--- config.mk ---
export PLATFORM = sky130hd
export DESIGN_NAME = vc_wormhole_arbiter_flat
export DESIGN_NICKNAME = d
export VERILOG_FILES = /design/src/rtl/ravenoc_pkg.sv /design/src/rtl/vc_wormhole_arbiter_if.sv /design/src/rtl/vc_credit_counter.sv /design/src/rtl/vc_wormhole_arbiter.sv /design/src/flat_wrapper.sv
export SDC_FILE = /design/constraint.sdc
export NUM_CORES = 1
export LEC_CHECK = 0
export ABC_AREA = 1
export ABC_CLOCK_PERIOD_IN_PS = 6150
export BUFFER_PORTS_ARGS = -buffer_cell sky130_fd_sc_hd__clkbuf_2
export CAP_MARGIN = 30
export CORE_UTILIZATION = 42
export DETAILED_ROUTE_END_ITERATION = 7
export PLACE_DENSITY = 0.9
export SETUP_SLACK_MARGIN = 0.15
export SYNTH_ARGS = -nofsm -noshare
export SYNTH_HDL_FRONTEND = slang
export SYNTH_SLANG_ARGS = --single-unit
--- constraint.sdc ---
create_clock -name clk -period 6.15 [get_ports clk]
set_clock_uncertainty 0.15 [all_clocks]
set_input_delay 0.615 -clock clk [delete_from_list [all_inputs] [get_ports clk]]
set_output_delay 0.615 -clock clk [all_outputs]
set_load 0.03 [all_outputs]
--- src/rtl/ravenoc_pkg.sv ---
// ravenoc_pkg: shared flit types and NoC build constants.
//   flit_type_t   : flit type carried in the top two bits of fdata
//   s_flit_req_t  : flit payload with valid and vc_id
//   s_flit_resp_t : ready returned toward the flit source
package ravenoc_pkg;

   localparam int unsigned FLIT_WIDTH  = 34;
   localparam int unsigned FLIT_TP_MSB = FLIT_WIDTH - 1;
   localparam int unsigned N_VIRT_CHN  = 4;
   localparam bit          H_PRIORITY  = 1'b1;
   localparam int unsigned VC_ID_W     = (N_VIRT_CHN > 1) ? $clog2(N_VIRT_CHN) : 1;

   typedef enum logic [1:0] {
      HEAD      = 2'b00,
      BODY      = 2'b01,
      TAIL      = 2'b10,
      HEAD_TAIL = 2'b11
   } flit_type_t;

   typedef struct packed {
      logic [FLIT_WIDTH-1:0] fdata;
      logic                  valid;
      logic [VC_ID_W-1:0]    vc_id;
   } s_flit_req_t;

   typedef struct packed {
      logic ready;
   } s_flit_resp_t;

   // Extract the flit type field from a flit payload.
   function automatic flit_type_t flit_type(input logic [FLIT_WIDTH-1:0] fdata);
      return flit_type_t'(fdata[FLIT_TP_MSB -: 2]);
   endfunction

endpackage

--- src/rtl/vc_wormhole_arbiter_if.sv ---
// vc_wormhole_arbiter_if: flit handshake bundle between the VC buffers,
// the wormhole arbiter and the output link.
//   vc_req_i / vc_resp_o    : per-VC flit requests and readies
//   fout_req_o / fout_resp_i: selected flit and downstream ready
//   credit_i                : per-VC one-cycle credit return pulses
// Modports: slave = arbiter side, master = buffers/link side.
interface vc_wormhole_arbiter_if #(
   parameter int unsigned N_VC = ravenoc_pkg::N_VIRT_CHN
) ();

   ravenoc_pkg::s_flit_req_t  [N_VC-1:0] vc_req_i;
   ravenoc_pkg::s_flit_resp_t [N_VC-1:0] vc_resp_o;
   ravenoc_pkg::s_flit_req_t             fout_req_o;
   ravenoc_pkg::s_flit_resp_t            fout_resp_i;
   logic                      [N_VC-1:0] credit_i;

   modport slave (
      input  vc_req_i,
      output vc_resp_o,
      output fout_req_o,
      input  fout_resp_i,
      input  credit_i
   );

   modport master (
      output vc_req_i,
      input  vc_resp_o,
      input  fout_req_o,
      output fout_resp_i,
      output credit_i
   );

endinterface

--- src/rtl/vc_credit_counter.sv ---
// vc_credit_counter: saturating downstream credit counter for one VC.
//   clk, arst : clock, synchronous active-high reset
//   xfer      : a flit of this VC left on the output link this cycle
//   credit    : one credit returned for this VC this cycle
//   cred      : credits currently available
//   err       : sticky, a credit arrived while already at CREDITS
module vc_credit_counter #(
   parameter  int unsigned CREDITS = 4,
   localparam int unsigned CW      = $clog2(CREDITS + 1)
) (
   input  logic          clk,
   input  logic          arst,
   input  logic          xfer,
   input  logic          credit,
   output logic [CW-1:0] cred,
   output logic          err
);

   // Transfer and return in the same cycle cancel out.
   always_ff @(posedge clk) begin
      if (arst) begin
         cred <= CW'(CREDITS);
         err  <= 1'b0;
      end else if (xfer && !credit) begin
         cred <= cred - CW'(1);
      end else if (credit && !xfer) begin
         if (cred == CW'(CREDITS)) begin
            err <= 1'b1;
         end else begin
            cred <= cred + CW'(1);
         end
      end
   end

endmodule

--- src/rtl/vc_wormhole_arbiter.sv ---
// vc_wormhole_arbiter: packet-level arbiter sharing one output port among
// N_VC virtual channels, with per-VC downstream credit tracking.
//   clk, arst    : clock, synchronous active-high reset
//   bus          : vc_wormhole_arbiter_if.slave (VC flits in, flit out)
//   locked_o     : a packet currently owns the port
//   lock_vc_o    : owning VC, meaningful while locked_o is set
//   credit_err_o : sticky credit overflow flag
// Build option RAVENOC_RR_ARB_EN: round-robin head arbitration instead of
// fixed priority (direction set by H_PRIORITY).
module vc_wormhole_arbiter #(
   parameter  int unsigned N_VC       = ravenoc_pkg::N_VIRT_CHN,
   parameter  int unsigned CREDITS    = 4,
   parameter  bit          H_PRIORITY = ravenoc_pkg::H_PRIORITY,
   localparam int unsigned VC_W       = $clog2((N_VC > 1) ? N_VC : 2),
   localparam int unsigned CW         = $clog2(CREDITS + 1)
) (
   input  logic                  clk,
   input  logic                  arst,
   vc_wormhole_arbiter_if.slave  bus,
   output logic                  locked_o,
   output logic [VC_W-1:0]       lock_vc_o,
   output logic                  credit_err_o
);

   import ravenoc_pkg::*;

   typedef enum logic {IDLE, LOCKED} state_t;

   state_t                   state;
   logic [N_VC-1:0][CW-1:0]  cred;
   logic [N_VC-1:0]          cred_ok;
   logic [N_VC-1:0]          eligible;
   logic [N_VC-1:0]          xfer_vec;
   logic [N_VC-1:0]          cerr;
   logic [VC_W-1:0]          sel;
   logic [VC_W-1:0]          idx;
   logic                     sel_ok;
   logic                     xfer;
   flit_type_t               sel_type;

   // Per-VC credit counters.
   for (genvar v = 0; v < N_VC; v++) begin : g_cred
      vc_credit_counter #(.CREDITS(CREDITS)) u_cred (
         .clk    (clk),
         .arst   (arst),
         .xfer   (xfer_vec[v]),
         .credit (bus.credit_i[v]),
         .cred   (cred[v]),
         .err    (cerr[v])
      );
   end

   assign credit_err_o = |cerr;

   // A VC may open a packet only with a head flit and a free credit.
   always_comb begin
      cred_ok  = '0;
      eligible = '0;
      for (int v = 0; v < N_VC; v++) begin
         cred_ok[v]  = (cred[v] != '0);
         eligible[v] = bus.vc_req_i[v].valid && cred_ok[v] &&
                       (flit_type(bus.vc_req_i[v].fdata) inside {HEAD, HEAD_TAIL});
      end
   end

`ifdef RAVENOC_RR_ARB_EN
   logic [VC_W-1:0] rr_ptr;

   // Pointer follows the last VC granted a head.
   always_ff @(posedge clk) begin
      if (arst) begin
         rr_ptr <= VC_W'(N_VC - 1);
      end else if (xfer && (state == IDLE)) begin
         rr_ptr <= sel;
      end
   end
`endif

   // Owner only while locked; otherwise first eligible VC in search order.
   always_comb begin
      sel    = '0;
      idx    = '0;
      sel_ok = 1'b0;
      if (state == LOCKED) begin
         sel    = lock_vc_o;
         sel_ok = bus.vc_req_i[lock_vc_o].valid && cred_ok[lock_vc_o];
      end else begin
         for (int i = 0; i < N_VC; i++) begin
`ifdef RAVENOC_RR_ARB_EN
            idx = VC_W'((int'(rr_ptr) + i + 1) % int'(N_VC));
`else
            idx = H_PRIORITY ? VC_W'(N_VC - 1 - i) : VC_W'(i);
`endif
            if (!sel_ok && eligible[idx]) begin
               sel    = idx;
               sel_ok = 1'b1;
            end
         end
      end
   end

   assign sel_type = flit_type(bus.vc_req_i[sel].fdata);
   assign xfer     = sel_ok && bus.fout_resp_i.ready;

   // Zero-cycle datapath from the selected VC to the output link.
   always_comb begin
      bus.fout_req_o = '0;
      bus.vc_resp_o  = '0;
      xfer_vec       = '0;
      if (sel_ok) begin
         bus.fout_req_o = bus.vc_req_i[sel];
      end
      if (xfer) begin
         bus.vc_resp_o[sel].ready = 1'b1;
         xfer_vec[sel]            = 1'b1;
      end
   end

   // Lock on a HEAD transfer, release on the owner's TAIL transfer.
   always_ff @(posedge clk) begin
      if (arst) begin
         state     <= IDLE;
         locked_o  <= 1'b0;
         lock_vc_o <= '0;
      end else begin
         case (state)
            IDLE: begin
               if (xfer && (sel_type == HEAD)) begin
                  state     <= LOCKED;
                  locked_o  <= 1'b1;
                  lock_vc_o <= sel;
               end
            end
            LOCKED: begin
               if (xfer && (sel_type == TAIL)) begin
                  state    <= IDLE;
                  locked_o <= 1'b0;
               end
            end
            default: begin
               state    <= IDLE;
               locked_o <= 1'b0;
            end
         endcase
      end
   end

endmodule

--- src/flat_wrapper.sv ---
// flat-port wrapper written by rule: the top's interface ports become plain ports
module vc_wormhole_arbiter_flat import ravenoc_pkg::*;
#(
   parameter  int unsigned N_VC       = ravenoc_pkg::N_VIRT_CHN,
   parameter  int unsigned CREDITS    = 4,
   parameter  bit          H_PRIORITY = ravenoc_pkg::H_PRIORITY,
   localparam int unsigned VC_W       = $clog2((N_VC > 1) ? N_VC : 2),
   localparam int unsigned CW         = $clog2(CREDITS + 1)
)
  (clk, arst, locked_o, lock_vc_o, credit_err_o, bus_vc_req_i, bus_vc_resp_o, bus_fout_req_o, bus_fout_resp_i, bus_credit_i);
  vc_wormhole_arbiter_if #(.N_VC(N_VC)) bus_i ();
  input  logic clk;
  input  logic arst;
  output logic locked_o;
  output logic [VC_W-1:0] lock_vc_o;
  output logic credit_err_o;
  input wire logic [$bits(bus_i.vc_req_i)-1:0] bus_vc_req_i;
  output wire logic [$bits(bus_i.vc_resp_o)-1:0] bus_vc_resp_o;
  output wire logic [$bits(bus_i.fout_req_o)-1:0] bus_fout_req_o;
  input wire logic [$bits(bus_i.fout_resp_i)-1:0] bus_fout_resp_i;
  input wire logic [$bits(bus_i.credit_i)-1:0] bus_credit_i;
  assign bus_i.vc_req_i = bus_vc_req_i;
  assign bus_vc_resp_o = bus_i.vc_resp_o;
  assign bus_fout_req_o = bus_i.fout_req_o;
  assign bus_i.fout_resp_i = bus_fout_resp_i;
  assign bus_i.credit_i = bus_credit_i;
  vc_wormhole_arbiter #(.N_VC(N_VC), .CREDITS(CREDITS), .H_PRIORITY(H_PRIORITY)) u_core (.clk(clk), .arst(arst), .bus(bus_i), .locked_o(locked_o), .lock_vc_o(lock_vc_o), .credit_err_o(credit_err_o));
endmodule
After elaboration in Yosys (flattened, before gate mapping)
Index checks and enable logic that the tools add are counted.
- word-level logic and storage cells: 146
- register bits after elaboration: 20
- magnitude comparators: 3
- add/subtract/negate cells: 8
- reduce and logical (&&, ||, !) cells: 63
- mux-type cells: 41
- bitwise logic cells: 5
- equal/unequal tests: 15
- operators with widths (kind ; count):
    binary-select mux 37 bit (select 2 bit) ; 2
    2-to-1 mux 37 bit ; 2
    2-to-1 mux 3 bit ; 13
    logical AND 1 bit ; 24
    nonzero test 2 bit ; 8
    2-to-1 mux 1 bit ; 14
    adder 3 x 1 -> 3 bit, second input constant ; 4
    equality test 3 bit, second input constant ; 4
    AND reduction 2 bit ; 6
    AND reduction 3 bit ; 4
    nonzero test 3 bit ; 4
    subtractor 3 x 1 -> 3 bit, second input constant ; 4
    logical NOT 1 bit ; 11
    equality test 2 bit, second input constant ; 5
    logical NOT 2 bit ; 5
    2-to-1 mux 2 bit ; 5
    != test 2 bit, second input constant ; 5
    less-than comparator 2 x 3 -> 1 bit, second input constant ; 2
    NOT 1 bit ; 5
    2-to-1 mux 4 bit ; 1
    case mux 1 bit (2 select lines) ; 2
    OR reduction 4 bit ; 1
    binary-select mux 1 bit (select 2 bit) ; 1
    demux 1 bit (select 2 bit) ; 1
    other kinds (2) ; 2

Depth between registers and ports, before layout
Gate-level depths: netlist of run 1.
- depth in word-level cells: 26
- gate-level depth with buffers: 19
- gate-level depth less buffers: 18

Modules after synthesis
From an unflattened synthesis of run 1, not the netlist that was laid out.
- cell total of the unflattened synthesis: 475
- area, all modules: 2920.3 µm²
- by module, submodules not included (module ; seq. area each (µm²) ; cells each ; area an instance (µm²) ; instances):
    vc_wormhole_arbiter ; 80.1 ; 323 ; 1869.3 ; 1
    vc_credit_counter ; 80.1 ; 38 ; 262.8 ; 4

Worst setup path after synthesis of run 1
No wires, ideal clock.
- path kind: input -> register
- start point: input bus_vc_req_i[73]
- end point: register u_core.g_cred[1].u_cred.cred[2]
- slack: 3.043 ns
- setup time: 0.122 ns
- stages: 19
- required time: 5.878 ns
- data arrival time: 2.835 ns
- path buffers: 1
- cell sequence: inv_1 > nand2_1 > nand2_1 > nor2_1 > nand2_2 > nand3_4 > nand2_8 > nor2_4 > buf_4 > inv_1 > nor2_1 > ha_1 > inv_1 > fa_1 > xor2_1 > o21ai_0 > inv_1 > nor2_1 > o31ai_1
- longest elaborated chain between the ends: 19
- elaborated cells between the ends (all ways): 28
- ends and longest elaborated chain (element ; RTL line ; text):
    start, declared ; flat_wrapper.sv:17 ; input wire logic [$bits(bus_i.vc_req_i)-1:0] bus_vc_req_i;
    equality test 2 bit or logical NOT 2 bit (tied branches) ; vc_wormhole_arbiter.sv:62 ; (flit_type(bus.vc_req_i[v].fdata) inside {HEAD, HEAD_TAIL});
    nonzero test 2 bit (*) ; vc_wormhole_arbiter.sv:62 ;
    logical AND 1 bit (*) ; vc_wormhole_arbiter.sv:61 ; eligible[v] = bus.vc_req_i[v].valid && cred_ok[v] &&
    logical AND 1 bit (*) ; vc_wormhole_arbiter.sv:94 ; if (!sel_ok && eligible[idx]) begin
    2-to-1 mux 1 bit ; vc_wormhole_arbiter.sv:94 ;
    2-to-1 mux 1 bit ; vc_wormhole_arbiter.sv:84 ; if (state == LOCKED) begin
    logical NOT 1 bit ; vc_wormhole_arbiter.sv:94 ;
    logical AND 1 bit ; vc_wormhole_arbiter.sv:94 ;
    [4 not listed] ; -- ;
    2-to-1 mux 1 bit (implied by the code) ; vc_wormhole_arbiter.sv:115 ; xfer_vec[sel] = 1'b1;
    demux 1 bit (select 2 bit) ; -- ;
    2-to-1 mux 4 bit (*) ; vc_wormhole_arbiter.sv:113 ; if (xfer) begin
    via u_core.g_cred[1].u_cred.xfer ; vc_credit_counter.sv:13 ; input logic xfer,
    logical NOT 1 bit ; vc_credit_counter.sv:26 ; end else if (credit && !xfer) begin
    logical AND 1 bit ; vc_credit_counter.sv:26 ;
    nonzero test 2 bit (no line) ; -- ;
    AND reduction 2 bit (no line) ; -- ;
    end signal, assigned ; vc_credit_counter.sv:22 ; cred <= CW'(CREDITS);
    end signal, assigned ; vc_credit_counter.sv:25 ; cred <= cred - CW'(1);
    end signal, assigned ; vc_credit_counter.sv:30 ; cred <= cred + CW'(1);
    end, declared ; vc_credit_counter.sv:15 ; output logic [CW-1:0] cred,
The timed path passes the listed nets; every way through them passes the cells marked *. The select of a mux whose other input is x is not followed.
A chain may end at the register's enable or synchronous reset.

Worst setup path after layout of run 1
- start point: register u_core.g_cred[1].u_cred.cred[2]
- end point: register u_core.g_cred[1].u_cred.cred[2]
- longest elaborated chain between the ends: 19
- elaborated cells between the ends (all ways): 35
- ends and longest elaborated chain (element ; RTL line ; text):
    nonzero test 3 bit ; vc_wormhole_arbiter.sv:60 ; cred_ok[v] = (cred[v] != '0);
    logical AND 1 bit (2 in series) ; vc_wormhole_arbiter.sv:61 ;
    logical AND 1 bit ; vc_wormhole_arbiter.sv:94 ;
    2-to-1 mux 1 bit ; vc_wormhole_arbiter.sv:94 ;
    2-to-1 mux 1 bit ; vc_wormhole_arbiter.sv:84 ;
    logical NOT 1 bit ; vc_wormhole_arbiter.sv:94 ;
    logical AND 1 bit ; vc_wormhole_arbiter.sv:94 ;
    2-to-1 mux 2 bit ; vc_wormhole_arbiter.sv:94 ;
    [2 not listed] ; -- ;
    logical AND 1 bit (implied by the code) ; vc_wormhole_arbiter.sv:115 ;
    2-to-1 mux 1 bit (implied by the code) ; vc_wormhole_arbiter.sv:115 ;
    demux 1 bit (select 2 bit) ; -- ;
    2-to-1 mux 4 bit ; vc_wormhole_arbiter.sv:113 ;
    logical NOT 1 bit ; vc_credit_counter.sv:26 ;
    logical AND 1 bit ; vc_credit_counter.sv:26 ;
    nonzero test 2 bit (no line) ; -- ;
    AND reduction 2 bit (no line) ; -- ;
Parallel ways exist; a longest one is shown, timed or not. The select of a mux whose other input is x is not followed.

==> flow_metrics.tcl, run 1 <==
set metrics [dict create \
    async_reset_ff_frac 0 \
    dieHeight_um 77.1 \
    synth.yosys.seq_area_share 0.169 \
    drcViolationCount 0 \
    synth_flop_cell "dfxtp_1" \
    wl_um 10400 \
    drv_slew 0 \
    areaGrowthSynthToFinish_pct 42.1 \
    status "complete, no violations" \
    tns_ns 0 \
    grt_pass1_wl_um 16100 \
    critPathMaxStageDelay_ns 0.64 \
    cp_top_family "simple AND/OR/NAND/NOR gates" \
    rows 26 \
    core_um2 5270 \
    multi_input_area_um2 1630 \
    ctsResizeCount 0 \
    synth_cell_types 28 \
    worst_pin_slew_ns 0.826 \
    avgSynthCellArea_um2 6.66 \
    synth_area_leaders "a22oi_1, dfxtp_1, a21oi_1, inv_1, nand2_1" \
    crit_path_cell_trace "inv_2, nand2_1, nand2_1, nor2_1, nand2_2, nand3_4, nand2_8, nor2_4, inv_1, nor2_1, ha_1, inv_1, fa_1, xor2_1, o21ai_0, inv_1, nor2_1, o31ai_1" \
    crit_slowest_cell "nor2_4" \
    place.gp.congestion 0.944 \
    cp.buffers_inverters 4 \
    max_slew_margin 0.448 \
    cts-root-buf "clkbuf_8" \
    nets 708 \
    drive_above_1_share 0.414 \
    syn_area_um2 2370 \
    clkTransAtPathRegs_ns 0.08 \
    power-per-cell-area_nw_per_um2 328 \
    firstDrtPassIters 5 \
    io_pins 200 \
    crit_fanout 35 \
    die_w_um 77.1 \
    dp_hpwl_um 8580 \
    drt_iter0_markers 218 \
    start_util 0.450 \
    antenna_found_initial 8 \
    fill_cells 506 \
    grt_pass1_vias 3265 \
    hold_ws_ns 0.314 \
    vias_per_cell 5.50 \
    postCtsSetupRepairBufs 0 \
    grt_max_degree 37 \
    regArea_um2 400 \
    detail-route-antenna-nets 0 \
    tritoncts "yes" \
    min-delay-start "u_core.g_cred[0].u_cred.err$_SDFFE_PP0P_" \
    vdd_drop_max_mv 0.218 \
    vias 3355 \
    setup_violations 0 \
    dieArea_um2 5950 \
    io_buffers 199 \
    insertion_delay_ns 0.26 \
    fin_crit_ns 3.61 \
    total_power_w 0.00110 \
    max_freq_ghz 0.277 \
    hp-class "reg -> reg" \
    placed_cells 605 \
    synth_area_leader_cell "a22oi_1" \
    cts_htree_levels 1 \
    startpoint_type "register" \
    grt_use_total 0.346 \
    power.leakage_nw 1.84 \
    synth-edff-count 0 \
    yosysMostFrequentCell "a22oi_1" \
    final-hold-violation-count 0 \
    synth_seq_cells 20 \
    critical_path_arrival_ns 3.61 \
    yosysWarnings 0 \
    synth_nets 524 \
    cp-startpoint "u_core.g_cred[1].u_cred.cred[2]$_SDFFE_PP1P_" \
    period_share 0.588 \
    clock_path_buffers 2 \
    yosys-top-cells-count "a22oi_1, a21oi_1, inv_1" \
    synth_top_area_share 0.215 \
    required_ns 6.14 \
    syn-instance-count 356 \
    worstSetupPathType "reg -> reg" \
    rsz0062_at_grt "false" \
    wire_per_inst_um 17.1 \
    fin_cells 610 \
    r2r-start "u_core.g_cred[1].u_cred.cred[2]$_SDFFE_PP1P_" \
    cts_hold_buf 0 \
    grt-ovfl-total 0 \
    numCtsBuffers 3 \
    drv_cap 0 \
    clock_sink_count 20 \
    crit_path_end_kind "register" \
]
cells by family (layout without fill, tap and decap cells):
kind of cell    count (synthesis)  after routing  share of synthesized area
other cells                     0              2                          0
fa+ha+maj                      13             13                     0.0781
simple gates                  103            103                      0.211
flops                          20             20                      0.169
compound gates                137            137                      0.369
xor+xnor                        8              8                     0.0296
buf+inv                        75            257                      0.144
through the flow:
step | cell area, µm² | setup slack [ns] | utilization
5_1_grt | 3360 | 2.16 | 0.638
3_3_place_gp | 3320 | 2.50 | 0.630
4_1_cts | 3360 | 2.56 | 0.638
3_5_place_dp | 3320 | 2.29 | 0.630
6_report | 3370 | 2.54 | 0.639
2_1_floorplan | 2370 | 3.04 | -
area by class of cell:
class | count | area share
repair buffers | 199 | 0.296
well taps | 70 | 0.0260
flip-flops and latches | 20 | 0.119
inverters | 55 | 0.0617
multi-input cells | 261 | 0.484
diodes | 2 | 0.00149
clock buffers | 3 | 0.0123
worst paths after layout:
check / end / cells past startpoint / slack (ns)
max: u_core.g_cred[1].u_cred.cred[2]$_SDFFE_PP1P_ / 18 / 2.54
min: u_core.g_cred[0].u_cred.err$_SDFFE_PP0P_ / 2 / 0.31
max reg2reg: u_core.g_cred[1].u_cred.cred[2]$_SDFFE_PP1P_ / 18 / 2.54
min reg2reg: u_core.g_cred[0].u_cred.err$_SDFFE_PP0P_ / 2 / 0.31
metal layers:
layer / vias up / wire length, µm / GRT usage
li1: 1612 / - / -
met1: 1514 / 3940 / 0.398
met2: 187 / 4840 / 0.573
met3: 30 / 1350 / 0.155
met4: 12 / 206 / 0.102
met5: - / 77 / 0
where the power goes:
group	total [W]	leakage, nW	switching (W)	internal, W
registers	0.000168	0.164	0.0000144	0.000153
logic	0.000850	1.66	0.000594	0.000255
clock network	0.0000875	0.0216	0.0000438	0.0000436
total	0.00110	1.84	0.000653	0.000452
cells in the final DEF (no fill, tap or decap), drive strengths merged:
| master | instances |
|---|---|
| o31ai | 3 |
| a22oi | 68 |
| nand3b | 1 |
| nand4 | 6 |
| clkbuf | 202 |
| diode | 2 |
| fa | 3 |
| inv | 54 |
| o21ai | 14 |
| nand3 | 19 |
| dfxtp | 20 |
| xor2 | 5 |
| nand2 | 52 |
| a21oi | 52 |
| ha | 10 |
| clkinv | 1 |
| xnor2 | 3 |
| nor2 | 25 |
sequential cells by signal, summed over array words and instances (netlist names):
name and count:
u_core.g_cred.u_cred.cred 12, u_core.g_cred.u_cred.err 4, u_core.lock_vc_o 2, u_core.locked_o 1, u_core.state 1
tightest hold or removal path, stage by stage (launching register included):
cell and delay (ns):
dfxtp_1 0.30, inv_1 0.06, a21oi_1 0.06
Note: power is estimated with default switching activity, not from simulation.
==> run 2, diff against run 1 <==
--- a/config.mk
+++ b/config.mk
@@ -6,12 +6,12 @@
 export NUM_CORES = 1
 export LEC_CHECK = 0
 export ABC_AREA = 1
-export ABC_CLOCK_PERIOD_IN_PS = 6150
+export ABC_CLOCK_PERIOD_IN_PS = 3780
 export BUFFER_PORTS_ARGS = -buffer_cell sky130_fd_sc_hd__clkbuf_2
 export CAP_MARGIN = 30
-export CORE_UTILIZATION = 42
+export CORE_UTILIZATION = 39
 export DETAILED_ROUTE_END_ITERATION = 7
-export PLACE_DENSITY = 0.9
+export PLACE_DENSITY = 0.84
 export SETUP_SLACK_MARGIN = 0.15
 export SYNTH_ARGS = -nofsm -noshare
 export SYNTH_HDL_FRONTEND = slang
==> constraint.sdc (replaced) <==
create_clock -name clk -period 3.78 [get_ports clk]
set_clock_uncertainty 0.15 [all_clocks]
set_input_delay 0.378 -clock clk [delete_from_list [all_inputs] [get_ports clk]]
set_output_delay 0.378 -clock clk [all_outputs]
set_load 0.03 [all_outputs]
==> run 2 against run 1 <==
Cell count up 1.8%; non-clock buffer count up 1; critical path depth down 7; setup slack got worse by 1.9 ns; register-to-register slack lost 1.8 ns; die area grew 7.5%; clock power is 150% higher; combinational power rose by 62%; highest routed layer is now met4; core utilization fell by 5.8 points; sequential share of layout area fell by 0.19 points; count of clock-buffer cells in the layout is the same.
==> flow_metrics.tcl, run 2 (synthesis results as in run 1) <==
set metrics [dict create \
    period_share 0.827 \
    detail-route-antenna-nets 0 \
    regMostFlops "u_core.g_cred.u_cred.cred" \
    rows 28 \
    mostFrequentLayoutCells "clkbuf_2, a22oi_1, a21oi_1" \
    reg2reg_to "u_core.g_cred[1].u_cred.cred[2]$_SDFFE_PP1P_" \
    combinationalPowerShare 0.738 \
    ctsResizeCount 0 \
    hold_depth 2 \
    clock_sink_count 20 \
    sw_frac_of_total 0.568 \
    dpl_cell_area_um2 3340 \
    core_um2 5890 \
    wl_um 9740 \
    tritoncts "yes" \
    cts-root-buf "clkbuf_8" \
    grt_use_total 0.282 \
    clock_path_buffers 2 \
    dieArea_um2 6400 \
    largest_register_ffs 12 \
    die_w_um 80.0 \
    max_freq_ghz 0.320 \
    cts_hold_buf 0 \
    seq_power_share 0.146 \
    insertion_delay_ns 0.26 \
    drt_iter0_markers 181 \
    layout_commonest_cell "clkbuf_2" \
    drcViolationCount 0 \
    worstSetupPathType "reg -> out" \
    wire_per_inst_um 15.7 \
    reg_top3 "u_core.g_cred.u_cred.cred: 12 flops, u_core.g_cred.u_cred.err: 4 flops, u_core.lock_vc_o: 2 flops" \
    clkPwrFrac 0.116 \
    critPathMaxStageDelay_ns 0.44 \
    power.leakage_nw 1.86 \
    setup_violations 0 \
    dp_hpwl_um 7870 \
    fin_crit_ns 3.13 \
    nets 709 \
    drv_slew 0 \
    worst_pin_slew_ns 0.653 \
    status "complete, no violations" \
    numCtsBuffers 3 \
    crit_path_end_kind "primary output" \
    start_util 0.403 \
    grt_pass1_wl_um 13900 \
    cts_htree_levels 1 \
    hp-class "in -> reg" \
    p_int_w 0.000810 \
    dieHeight_um 80.0 \
    crit_top_cell "nand2_2" \
    antenna_found_initial 6 \
    crit_fanout 34 \
    final_area_um2 3420 \
    required_ns 3.25 \
    worst_r2r_path_depth 16 \
    grt-ovfl-total 0 \
    fill_cells 575 \
    multi_input_area_um2 1630 \
    rsz0062_at_grt "false" \
    startpoint_type "register" \
    reg2reg_setup_slack_ns 0.70 \
    drv_cap 0 \
    grt_max_degree 37 \
    vdd_drop_max_mv 0.312 \
    postCtsSetupRepairBufs 0 \
    crit_slowest_cell "inv_2" \
    clkTransAtPathRegs_ns 0.08 \
    critical_path_arrival_ns 2.60 \
    grt_pass1_vias 2894 \
    io_pins 200 \
    final-hold-violation-count 0 \
    tns_ns 0 \
    min-delay-start "arst" \
    place.gp.congestion 0.899 \
    p_sw_w 0.00106 \
    vias 3332 \
    crit_path_cell_trace "nor2_2, a21oi_4, nand2_2, nand2_2, nand3_4, nand2_8, nand2_1, inv_2, a22oi_1, a21oi_1, clkbuf_2" \
    areaGrowthSynthToFinish_pct 44.3 \
    io_buffers 199 \
    vias_per_cell 5.37 \
    drive_above_1_share 0.417 \
    regArea_um2 400 \
    firstDrtPassIters 6 \
    r2r-start "u_core.state$_SDFF_PP0_" \
    power-per-cell-area_nw_per_um2 547 \
    hold-path-endpoint "u_core.g_cred[0].u_cred.err$_SDFFE_PP0P_" \
    max_slew_margin 0.564 \
]
-- run 2: layout make-up --
type	instances	share of cell area
multi-input combinational	261	0.476
timing repair buffer	200	0.293
sequential	20	0.117
inverter	55	0.0607
tap	75	0.0274
clock buffer	3	0.0121
clock inverter	1	0.00878
antenna	6	0.00439
-- run 2: worst max path at each step --
stage                                                       startpoint                                           end  slack [ns]
final                     u_core.g_cred[2].u_cred.cred[1]$_SDFFE_PP0P_                            bus_fout_req_o[28]        0.65
after global routing      u_core.g_cred[1].u_cred.cred[2]$_SDFFE_PP1P_  u_core.g_cred[3].u_cred.cred[2]$_SDFFE_PP1P_        0.43
after CTS                 u_core.g_cred[2].u_cred.cred[1]$_SDFFE_PP0P_                            bus_fout_req_o[33]        0.65
after detailed placement                             bus_vc_req_i[146]  u_core.g_cred[1].u_cred.cred[2]$_SDFFE_PP1P_        0.70
after global placement                               bus_vc_req_i[146]  u_core.g_cred[0].u_cred.cred[2]$_SDFFE_PP1P_        0.87
after floorplan                       u_core.lock_vc_o[0]$_SDFFE_PP0P_  u_core.g_cred[1].u_cred.cred[2]$_SDFFE_PP1P_        0.86
-- run 2: layer usage --
metal,vias up,GRT usage,wire length (µm)
li1,1618,-,-
met5,-,0,0
met2,181,0.500,4930
met4,0,0.157,441
met1,1509,0.319,3670
met3,24,0.0423,700
-- run 2: stage by stage --
step	util	instances	worst slack, ns	hold WS [ns]	power, W
floorplan	-	356	0.862	0.285	0.00130
global placement	0.567	611	0.871	0.294	0.00162
detailed placement	0.567	611	0.696	0.307	0.00165
CTS	0.579	615	0.651	0.280	0.00187
global route	0.581	621	0.434	0.303	0.00200
finish	0.581	621	0.654	0.286	0.00187
-- run 2: worst max-delay path: cells and delay by family, from the launching register on --
kind / cells / cell delay [ns]
AOI/OAI and AO/OA: 3 / 0.57
buffers and inverters: 2 / 0.69
DFF: 1 / 0.42
and+or+nand+nor: 6 / 0.63
-- run 2: power by group through the flow --
| stage | combinational [W] | sequential, W | clock, W |
|---|---|---|---|
| after global placement | 0.00134 | 0.000276 | 0 |
| after detailed placement | 0.00137 | 0.000276 | 0 |
| after CTS | 0.00137 | 0.000272 | 0.000219 |
| after floorplan | 0.00102 | 0.000281 | 0 |
| after global routing | 0.00149 | 0.000278 | 0.000227 |
| final | 0.00138 | 0.000273 | 0.000218 |
